$ cat config.mk
export PLATFORM = sky130hd
export DESIGN_NAME = fp_mult_round_pack_flat
export DESIGN_NICKNAME = d
export VERILOG_FILES = /design/src/rtl/fp_mult_round_pack_if.sv /design/src/rtl/fp_mult_round_pack.sv /design/src/flat_wrapper.sv
export SDC_FILE = /design/constraint.sdc
export NUM_CORES = 1
export LEC_CHECK = 0
export BUFFER_PORTS_ARGS = -buffer_cell sky130_fd_sc_hd__buf_2
export CORE_AREA = 2 2 132 166
export CTS_CLUSTER_SIZE = 40
export DETAILED_ROUTE_END_ITERATION = 8
export DIE_AREA = 0 0 134 168
export PLACE_DENSITY = 0.51
export SKIP_LAST_GASP = 1
export SLEW_MARGIN = 25
export SYNTH_ARGS = -nofsm -noshare
export SYNTH_HDL_FRONTEND = slang
export SYNTH_SLANG_ARGS = --single-unit
$ cat constraint.sdc
create_clock -name clk -period 2.1 [get_ports clk]
set_input_delay 0.105 -clock clk [delete_from_list [all_inputs] [get_ports clk]]
set_output_delay 0.105 -clock clk [all_outputs]
set_load 0.01 [all_outputs]
$ cat src/rtl/fp_mult_round_pack_if.sv
// rtl/fp_mult_round_pack_if.sv - start/done and data bundle for the FP32 post-multiply stage
interface fp_mult_round_pack_if;
  logic        round_input_ready;
  logic [47:0] product;
  logic        sign_a;
  logic        sign_b;
  logic [7:0]  exp_a;
  logic [7:0]  exp_b;
  logic [31:0] result;
  logic        round_output_ready;
  logic        busy;
  logic        overflow;
  logic        underflow;
  logic        inexact;

  modport master (
    output round_input_ready, product, sign_a, sign_b, exp_a, exp_b,
    input  result, round_output_ready, busy, overflow, underflow, inexact
  );

  modport slave (
    input  round_input_ready, product, sign_a, sign_b, exp_a, exp_b,
    output result, round_output_ready, busy, overflow, underflow, inexact
  );
endinterface

$ cat src/rtl/fp_mult_round_pack.sv
// rtl/fp_mult_round_pack.sv - FP32 normalize, round-to-nearest-even and pack, one result per 4 cycles
module fp_mult_round_pack (
  input  logic                       clk,
  input  logic                       rst,
  fp_mult_round_pack_if.slave        bus
);

  typedef enum logic [1:0] {S_IDLE, S_NORM, S_ROUND, S_PACK} state_t;

  state_t             state_q, state_d;
  logic               sign_q, sign_d;
  logic signed [9:0]  exp_q, exp_d;
  logic [47:0]        prod_q, prod_d;
  logic [22:0]        frac_q, frac_d;
  logic               guard_q, guard_d;
  logic               sticky_q, sticky_d;
  logic               zero_q, zero_d;
  logic               rnd_inexact_q, rnd_inexact_d;
  logic [31:0]        result_q, result_d;
  logic               done_q, done_d;
  logic               overflow_q, overflow_d;
  logic               underflow_q, underflow_d;
  logic               inexact_q, inexact_d;

  logic               round_up;
  logic [23:0]        rounded;

  // State register and datapath flops; reset aborts any operation in flight
  always_ff @(posedge clk) begin
    if (rst) begin
      state_q       <= S_IDLE;
      sign_q        <= 1'b0;
      exp_q         <= '0;
      prod_q        <= '0;
      frac_q        <= '0;
      guard_q       <= 1'b0;
      sticky_q      <= 1'b0;
      zero_q        <= 1'b0;
      rnd_inexact_q <= 1'b0;
      result_q      <= '0;
      done_q        <= 1'b0;
      overflow_q    <= 1'b0;
      underflow_q   <= 1'b0;
      inexact_q     <= 1'b0;
    end else begin
      state_q       <= state_d;
      sign_q        <= sign_d;
      exp_q         <= exp_d;
      prod_q        <= prod_d;
      frac_q        <= frac_d;
      guard_q       <= guard_d;
      sticky_q      <= sticky_d;
      zero_q        <= zero_d;
      rnd_inexact_q <= rnd_inexact_d;
      result_q      <= result_d;
      done_q        <= done_d;
      overflow_q    <= overflow_d;
      underflow_q   <= underflow_d;
      inexact_q     <= inexact_d;
    end
  end

  // Next-state and per-stage datapath: capture, normalize, round, pack
  always_comb begin
    state_d       = state_q;
    sign_d        = sign_q;
    exp_d         = exp_q;
    prod_d        = prod_q;
    frac_d        = frac_q;
    guard_d       = guard_q;
    sticky_d      = sticky_q;
    zero_d        = zero_q;
    rnd_inexact_d = rnd_inexact_q;
    result_d      = result_q;
    overflow_d    = overflow_q;
    underflow_d   = underflow_q;
    inexact_d     = inexact_q;
    done_d        = 1'b0;
    round_up      = guard_q & (sticky_q | frac_q[0]);
    rounded       = {1'b0, frac_q} + {23'b0, round_up};

    case (state_q)
      S_IDLE: begin
        if (bus.round_input_ready) begin
          sign_d  = bus.sign_a ^ bus.sign_b;
          // 10-bit signed sum covers -127..383 without wrapping
          exp_d   = $signed({2'b00, bus.exp_a}) + $signed({2'b00, bus.exp_b}) - 10'sd127;
          prod_d  = bus.product;
          state_d = S_NORM;
        end
      end
      S_NORM: begin
        zero_d = (prod_q == 48'd0);
        if (prod_q[47]) begin
          frac_d   = prod_q[46:24];
          guard_d  = prod_q[23];
          sticky_d = |prod_q[22:0];
          exp_d    = exp_q + 10'sd1;
        end else begin
          // Also covers products without bit 46 set: no further shifting
          frac_d   = prod_q[45:23];
          guard_d  = prod_q[22];
          sticky_d = |prod_q[21:0];
        end
        state_d = S_ROUND;
      end
      S_ROUND: begin
        if (rounded[23]) begin
          frac_d = '0;
          exp_d  = exp_q + 10'sd1;
        end else begin
          frac_d = rounded[22:0];
        end
        rnd_inexact_d = guard_q | sticky_q;
        state_d       = S_PACK;
      end
      S_PACK: begin
        if (zero_q) begin
          result_d    = {sign_q, 31'b0};
          overflow_d  = 1'b0;
          underflow_d = 1'b0;
          inexact_d   = 1'b0;
        end else if (exp_q >= 10'sd255) begin
          result_d    = {sign_q, 8'hFF, 23'b0};
          overflow_d  = 1'b1;
          underflow_d = 1'b0;
          inexact_d   = 1'b1;
        end else if (exp_q <= 10'sd0) begin
          result_d    = {sign_q, 31'b0};
          overflow_d  = 1'b0;
          underflow_d = 1'b1;
          inexact_d   = 1'b1;
        end else begin
          result_d    = {sign_q, exp_q[7:0], frac_q};
          overflow_d  = 1'b0;
          underflow_d = 1'b0;
          inexact_d   = rnd_inexact_q;
        end
        done_d  = 1'b1;
        state_d = S_IDLE;
      end
      default: state_d = S_IDLE;
    endcase
  end

  assign bus.result             = result_q;
  assign bus.round_output_ready = done_q;
  assign bus.busy               = (state_q != S_IDLE);
  assign bus.overflow           = overflow_q;
  assign bus.underflow          = underflow_q;
  assign bus.inexact            = inexact_q;

endmodule

$ cat src/flat_wrapper.sv
// flat-port wrapper written by rule: the top's interface ports become plain ports
module fp_mult_round_pack_flat 
  (clk, rst, bus_round_input_ready, bus_product, bus_sign_a, bus_sign_b, bus_exp_a, bus_exp_b, bus_result, bus_round_output_ready, bus_busy, bus_overflow, bus_underflow, bus_inexact);
  fp_mult_round_pack_if bus_i ();
  input  logic clk;
  input  logic rst;
  input wire logic [$bits(bus_i.round_input_ready)-1:0] bus_round_input_ready;
  input wire logic [$bits(bus_i.product)-1:0] bus_product;
  input wire logic [$bits(bus_i.sign_a)-1:0] bus_sign_a;
  input wire logic [$bits(bus_i.sign_b)-1:0] bus_sign_b;
  input wire logic [$bits(bus_i.exp_a)-1:0] bus_exp_a;
  input wire logic [$bits(bus_i.exp_b)-1:0] bus_exp_b;
  output wire logic [$bits(bus_i.result)-1:0] bus_result;
  output wire logic [$bits(bus_i.round_output_ready)-1:0] bus_round_output_ready;
  output wire logic [$bits(bus_i.busy)-1:0] bus_busy;
  output wire logic [$bits(bus_i.overflow)-1:0] bus_overflow;
  output wire logic [$bits(bus_i.underflow)-1:0] bus_underflow;
  output wire logic [$bits(bus_i.inexact)-1:0] bus_inexact;
  assign bus_i.round_input_ready = bus_round_input_ready;
  assign bus_i.product = bus_product;
  assign bus_i.sign_a = bus_sign_a;
  assign bus_i.sign_b = bus_sign_b;
  assign bus_i.exp_a = bus_exp_a;
  assign bus_i.exp_b = bus_exp_b;
  assign bus_result = bus_i.result;
  assign bus_round_output_ready = bus_i.round_output_ready;
  assign bus_busy = bus_i.busy;
  assign bus_overflow = bus_i.overflow;
  assign bus_underflow = bus_i.underflow;
  assign bus_inexact = bus_i.inexact;
  fp_mult_round_pack u_core (.clk(clk), .rst(rst), .bus(bus_i));
endmodule
=== Yosys cells after proc, flatten, opt, wreduce, memory -nomap -nowiden ===
Index checks and enable logic that the tools add are counted.

* Add/sub/neg operators: 4
* Magnitude comparators: 2
* Equal/unequal tests: 6
* Mux-type cells: 23
* Bitwise logic cells: 4
* Reduce and logical (&&, ||, !) cells: 9

{| class="wikitable"
|+ Operators by type and width
! operator !! count
|-
| 2-to-1 mux 31 bit || 3
|-
| zero test 48 bit || 1
|-
| 2-to-1 mux 23 bit || 2
|-
| one-hot mux 23 bit (2 select lines) || 1
|-
| 2-to-1 mux 10 bit || 3
|-
| one-hot mux 10 bit (3 select lines) || 1
|-
| adder 23 x 1 -> 24 bit || 1
|-
| OR reduction 23 bit || 1
|-
| OR reduction 22 bit || 1
|-
| 2-to-1 mux 1 bit || 11
|-
| adder 10 x 2 -> 10 bit, second input constant || 1
|-
| >= comparator 10 x 9 -> 1 bit, second input constant || 1
|-
| less-or-equal comparator 10 x 1 -> 1 bit, second input constant || 1
|-
| subtractor 10 x 8 -> 10 bit, second input constant || 1
|-
| adder 8 x 8 -> 9 bit || 1
|-
| one-hot mux 2 bit (4 select lines) || 1
|-
| == test 2 bit, second input constant || 2
|-
| inequality test 2 x 1 -> 1 bit, second input constant || 2
|-
| AND reduction 4 bit || 1
|-
| nonzero test 2 bit || 2
|-
| nonzero test 3 bit || 1
|-
| == test 2 x 1 -> 1 bit, second input constant || 1
|-
| zero test 2 bit || 1
|-
| 2-to-1 mux 2 bit || 1
|-
| other kinds (5) || 6
|}

* Flip-flop bits (word level): 124
* Bits of input ports: 69
* Output and inout port bits: 37
* Logic and storage cells: 62

=== Depth between registers and ports, before layout ===
* Word-level depth: 5
* Depth in mapped cells: 9
* Gate-level depth less buffers: 9

=== Worst setup path after synthesis ===
No wires, ideal clock.

* Kind: reg-to-reg
* From: register u_core.frac_q[0]
* To: register u_core.frac_q[12]
* Library setup time: 128 ps
* Arrival: 1,990 ps
* Data required time: 1,972 ps
* Path slack: -18 ps
* Cell stages (with the launch flop): 10
* Buffers on the path: 1
* Clock period less this slack: 2,118 ps
* Path through: dfxtp_1 o21a_1 ha_1 nand4_1 or3_1 o21ai_2 buf_2 o21ai_0 a221oi_1 nor2_1

* Longest elaborated chain between the ends: 5

{| class="wikitable"
|+ Ends and longest elaborated chain
! what !! line !! RTL
|-
| start, declared || fp_mult_round_pack.sv:14 || <nowiki>logic [22:0] frac_q, frac_d;</nowiki>
|-
| start signal, assigned || fp_mult_round_pack.sv:50 || <nowiki>frac_q <= frac_d;</nowiki>
|-
| bitwise OR 1 bit || fp_mult_round_pack.sv:79 || <nowiki>round_up = guard_q & (sticky_q | frac_q[0]);</nowiki>
|-
| AND 1 bit || fp_mult_round_pack.sv:79 ||
|-
| adder 23 x 1 -> 24 bit (*) || fp_mult_round_pack.sv:80 || <nowiki>rounded = {1'b0, frac_q} + {23'b0, round_up};</nowiki>
|-
| 2-to-1 mux 23 bit (*) || fp_mult_round_pack.sv:108 || <nowiki>if (rounded[23]) begin</nowiki>
|-
| one-hot mux 23 bit (2 select lines) (*) || fp_mult_round_pack.sv:82 || <nowiki>case (state_q)</nowiki>
|}

Every way passes the cells marked *; elsewhere a longest branch is shown, timed or not.
A chain may end at the register's enable or synchronous reset.

=== Worst setup path in the final report ===
* From: register u_core.frac_q[0]
* To: register u_core.frac_q[8]

The elaborated chain is that of the path after synthesis.

==> run_results.csv <==
group,metric,value,unit
run_status,status,"complete, no violations",
clock_tree,clock-sinks,124,
job,cap_violations,0,
global_routing,grt.total_usage,16.20,%
route,wire_per_inst,14.07,um
placed_design,place.gp.congestion,0.8200,
synth,synth_cells,776,
clock_tree,cts_buffer_depth,2,
floorplan,die_y,168,um
sta,rsz0062_at_grt,"true",
placed_design,portBuffers,105,
clock_tree,clk_latency,0.42,ns
clock_tree,cts_root_buffer,"clkbuf_16",
synth,async_reset_ff_share,0,%
clock_tree,htreeDepth,4,
sta,clock_skew,0.008152,ns
synth,yosys_register_bits,124,
worst_setup_path,cp.arrival,2.38,ns
final_layout,areaGrowthSynthToFinish,41.39,%
worst_setup_path,critPathKind,"reg2reg",
worst_hold_path,hp-class,"in2reg",
floorplan,initial_core_util,29.41,%
floorplan,core.rowCount,60,
sta,fin_setup_tns,0,ns
power_and_ir_drop,p_switching,3.804,mW
worst_setup_path,end_kind,"flip-flop",
route,ant_nets,0,
final_layout,antenna_cells,0,
route,drt_wl_total,17980,um
route,vias,6137,
floorplan,die_area,22510,sq um
placed_design,place_inst,1190,
worst_setup_path,cp_max_fo,7,
sta,period_minus_slack,2.094,ns
synth,avgSynthCellArea,7.994,sq um
power_and_ir_drop,cellLeakagePower,3.487,nW
synth,synthFlopType,"dfxtp_1",
power_and_ir_drop,p_per_area,1145,nW/um^2
sta,hold_viol_final,0,
sta,worstMarginPinSlew,0.5379,ns
final_layout,drive_gt1_share,27.13,%
synth,syn_area,6203,sq um
sta,setup_violations,0,
final_layout,design_area,8771,sq um
power_and_ir_drop,clockPowerShare,27.9,%
power_and_ir_drop,p_seq_share,30.7,%
worst_setup_path,worst_ep_required_time,2.39,ns
route,initialDrtViolationCount,309,
final_layout,layout.cells.non_filler,1278,
power_and_ir_drop,comb_power_share,41.4,%
synth,yosys_warnings,0,
floorplan,core,21100,sq um
clock_tree,path_clk_slew,0.06,ns
synth,synth-edff-count,0,
global_routing,grt_max_degree,48,
global_routing,grt_remaining_overflow,0,
route,dr.pass1.iters,4,
global_routing,antenna_found_initial,0,
route,drc,0,
synth,syn_nets,864,
floorplan,io_pins,106,
global_routing,grt_pass1_vias,5988,
power_and_ir_drop,vdd.ir_drop.worst,0.5745,mV
placed_design,hpwl,12800,um
floorplan,die_x,134,um
sta,slew_headroom,64.14,%
final_layout,fin_nets,1074,
sta,maxSlewViolCount,0,
sta,fmax,477.6,MHz
power_and_ir_drop,internal-power,6.243,mW
power_and_ir_drop,p_sw_share,37.86,%
global_routing,grt_pass1_wl,29640,um
placed_design,dpl-instance-area,7518,sq um
synth,synthDistinctLibCells,65,
sta,period_share,99.70,%
route,via_per_inst,4.802,
clock_tree,numCtsBuffers,17,
clock_tree,cts_tree,"yes",
synth,seq_area_frac_synth,40.02,%
worst_setup_path,cp-start-kind,"flip-flop",
## placed cells by master (no fill, tap or decap), types with 6 or more instances in the layout
cell type	instances
clkbuf_16	17
buf_2	104
nand3_1	17
a211oi_1	11
a21oi_1	83
nor3_1	10
buf_6	6
and3_1	6
o21ai_1	7
dlygate4sd3_1	50
nand4_1	7
buf_4	81
o21ai_0	28
nor4_1	18
xnor2_1	9
a22oi_1	34
nor2_1	75
dfxtp_1	123
mux2i_1	25
inv_1	20
ha_1	17
nand2_1	137
a31oi_1	7
## power by group through the flow
stage	registers, mW	clock network, mW	logic, mW
after floorplan	3.11	0	2.42
after global placement	3.13	0	3.78
after detailed placement	3.13	0	3.79
after CTS	3.08	2.87	3.90
after global routing	3.15	2.98	4.62
final	3.09	2.80	4.16
## Yosys cell counts (7+ instances only)
cell type / number / area share, %
a211oi_1: 13 / 1.6
a21oi_1: 84 / 6.8
a22oi_1: 35 / 4.2
a31oi_1: 7 / 0.71
buf_2: 8 / 0.65
clkbuf_1: 38 / 2.3
dfxtp_1: 124 / 40
ha_1: 18 / 3.6
inv_1: 20 / 1.2
mux2i_1: 25 / 4.0
nand2_1: 137 / 8.3
nand3_1: 17 / 1.4
nand4_1: 7 / 0.71
nor2_1: 78 / 4.7
nor3_1: 14 / 1.1
nor4_1: 18 / 1.8
o21ai_0: 36 / 2.9
xnor2_1: 9 / 1.3
## what timing repair did
action / 4_1_cts / 5_1_grt
gates resized for setup: 2 / 37
setup buffers: 0 / 5
cloned: 1 / 0
pin swaps: 3 / 26
hold buffers: 50 / 0
endpoints found under the setup margin: 16 / 31
hold endpoints to repair: 49 / 0
## per-layer routing
layer  vias up  share of wire, %  GRT usage, %
li1       3196                 -             -
met1      2809                47         20.84
met2       113                48         26.78
met3        19               3.5         3.674
met4         0               1.7         5.319
met5         -                 0             0
## worst max-delay path, stage by stage (launching register included)
cell	delay (ns)
dfxtp_2	0.34
o21a_1	0.13
ha_2	0.19
nand4_1	0.12
or3_4	0.43
o21ai_4	0.15
buf_6	0.15
buf_4	0.13
nor4_1	0.04
o21ai_0	0.18
a21oi_1	0.09
## final timing paths
path,from,to,slack (ns),depth (start not counted)
min reg2reg,u_core.prod_q[3]$_SDFFE_PP0P_,u_core.prod_q[3]$_SDFFE_PP0P_,0.46,2
max reg2reg,u_core.frac_q[0]$_SDFFE_PP0N_,u_core.frac_q[8]$_SDFFE_PP0N_,0.006,10
min,rst,u_core.frac_q[10]$_SDFFE_PP0N_,0.15,2
max,u_core.frac_q[0]$_SDFFE_PP0N_,u_core.frac_q[8]$_SDFFE_PP0N_,0.006,10
## area by class of cell
| class | instances | area (sq um) |
|---|---|---|
| fill | 2135 | 12320 |
| multi-input combinational | 580 | 3566 |
| sequential | 124 | 2484 |
| timing repair buffer | 243 | 1737 |
| clock buffer | 18 | 439.2 |
| tap | 279 | 349.1 |
| clock inverter | 14 | 121.4 |
| inverter | 20 | 75.07 |
## flip-flops by register name, summed over array words and instances (netlist names)
name and flops:
u_core.zero_q 1, u_core.guard_q 1, u_core.bus.underflow 1, u_core.state_q 2, u_core.sign_q 1, u_core.bus.round_output_ready 1
u_core.bus.inexact 1, u_core.bus.overflow 1, u_core.exp_q 10, u_core.frac_q 23, u_core.rnd_inexact_q 1, u_core.sticky_q 1
u_core.prod_q 48, u_core.bus.result 32
## stage by stage
step | power [mW] | worst slack [ns] | hold slack (ns) | utilization [%]
2_1_floorplan | 5.530 | 0.006344 | 0.2410 | -
4_1_cts | 9.849 | 0.0009328 | 0.1432 | 40.75
3_5_place_dp | 6.921 | -0.2041 | 0.3505 | 35.64
5_1_grt | 10.75 | -0.1377 | 0.1576 | 41.58
6_report | 10.05 | 0.006248 | 0.1483 | 41.58
3_3_place_gp | 6.913 | -0.1154 | 0.3480 | 35.64
## cells by family (layout without fill, tap and decap cells)
group	Yosys count	in the layout	share of synthesized area (%)
xor+xnor	13	13	1.835
simple gates	304	304	22.77
flops	124	124	40.02
mux	29	29	4.760
fa+ha+maj	19	19	3.953
buf+inv	73	295	4.699
compound gates	214	215	21.96
(Power assumes the default switching activity.)
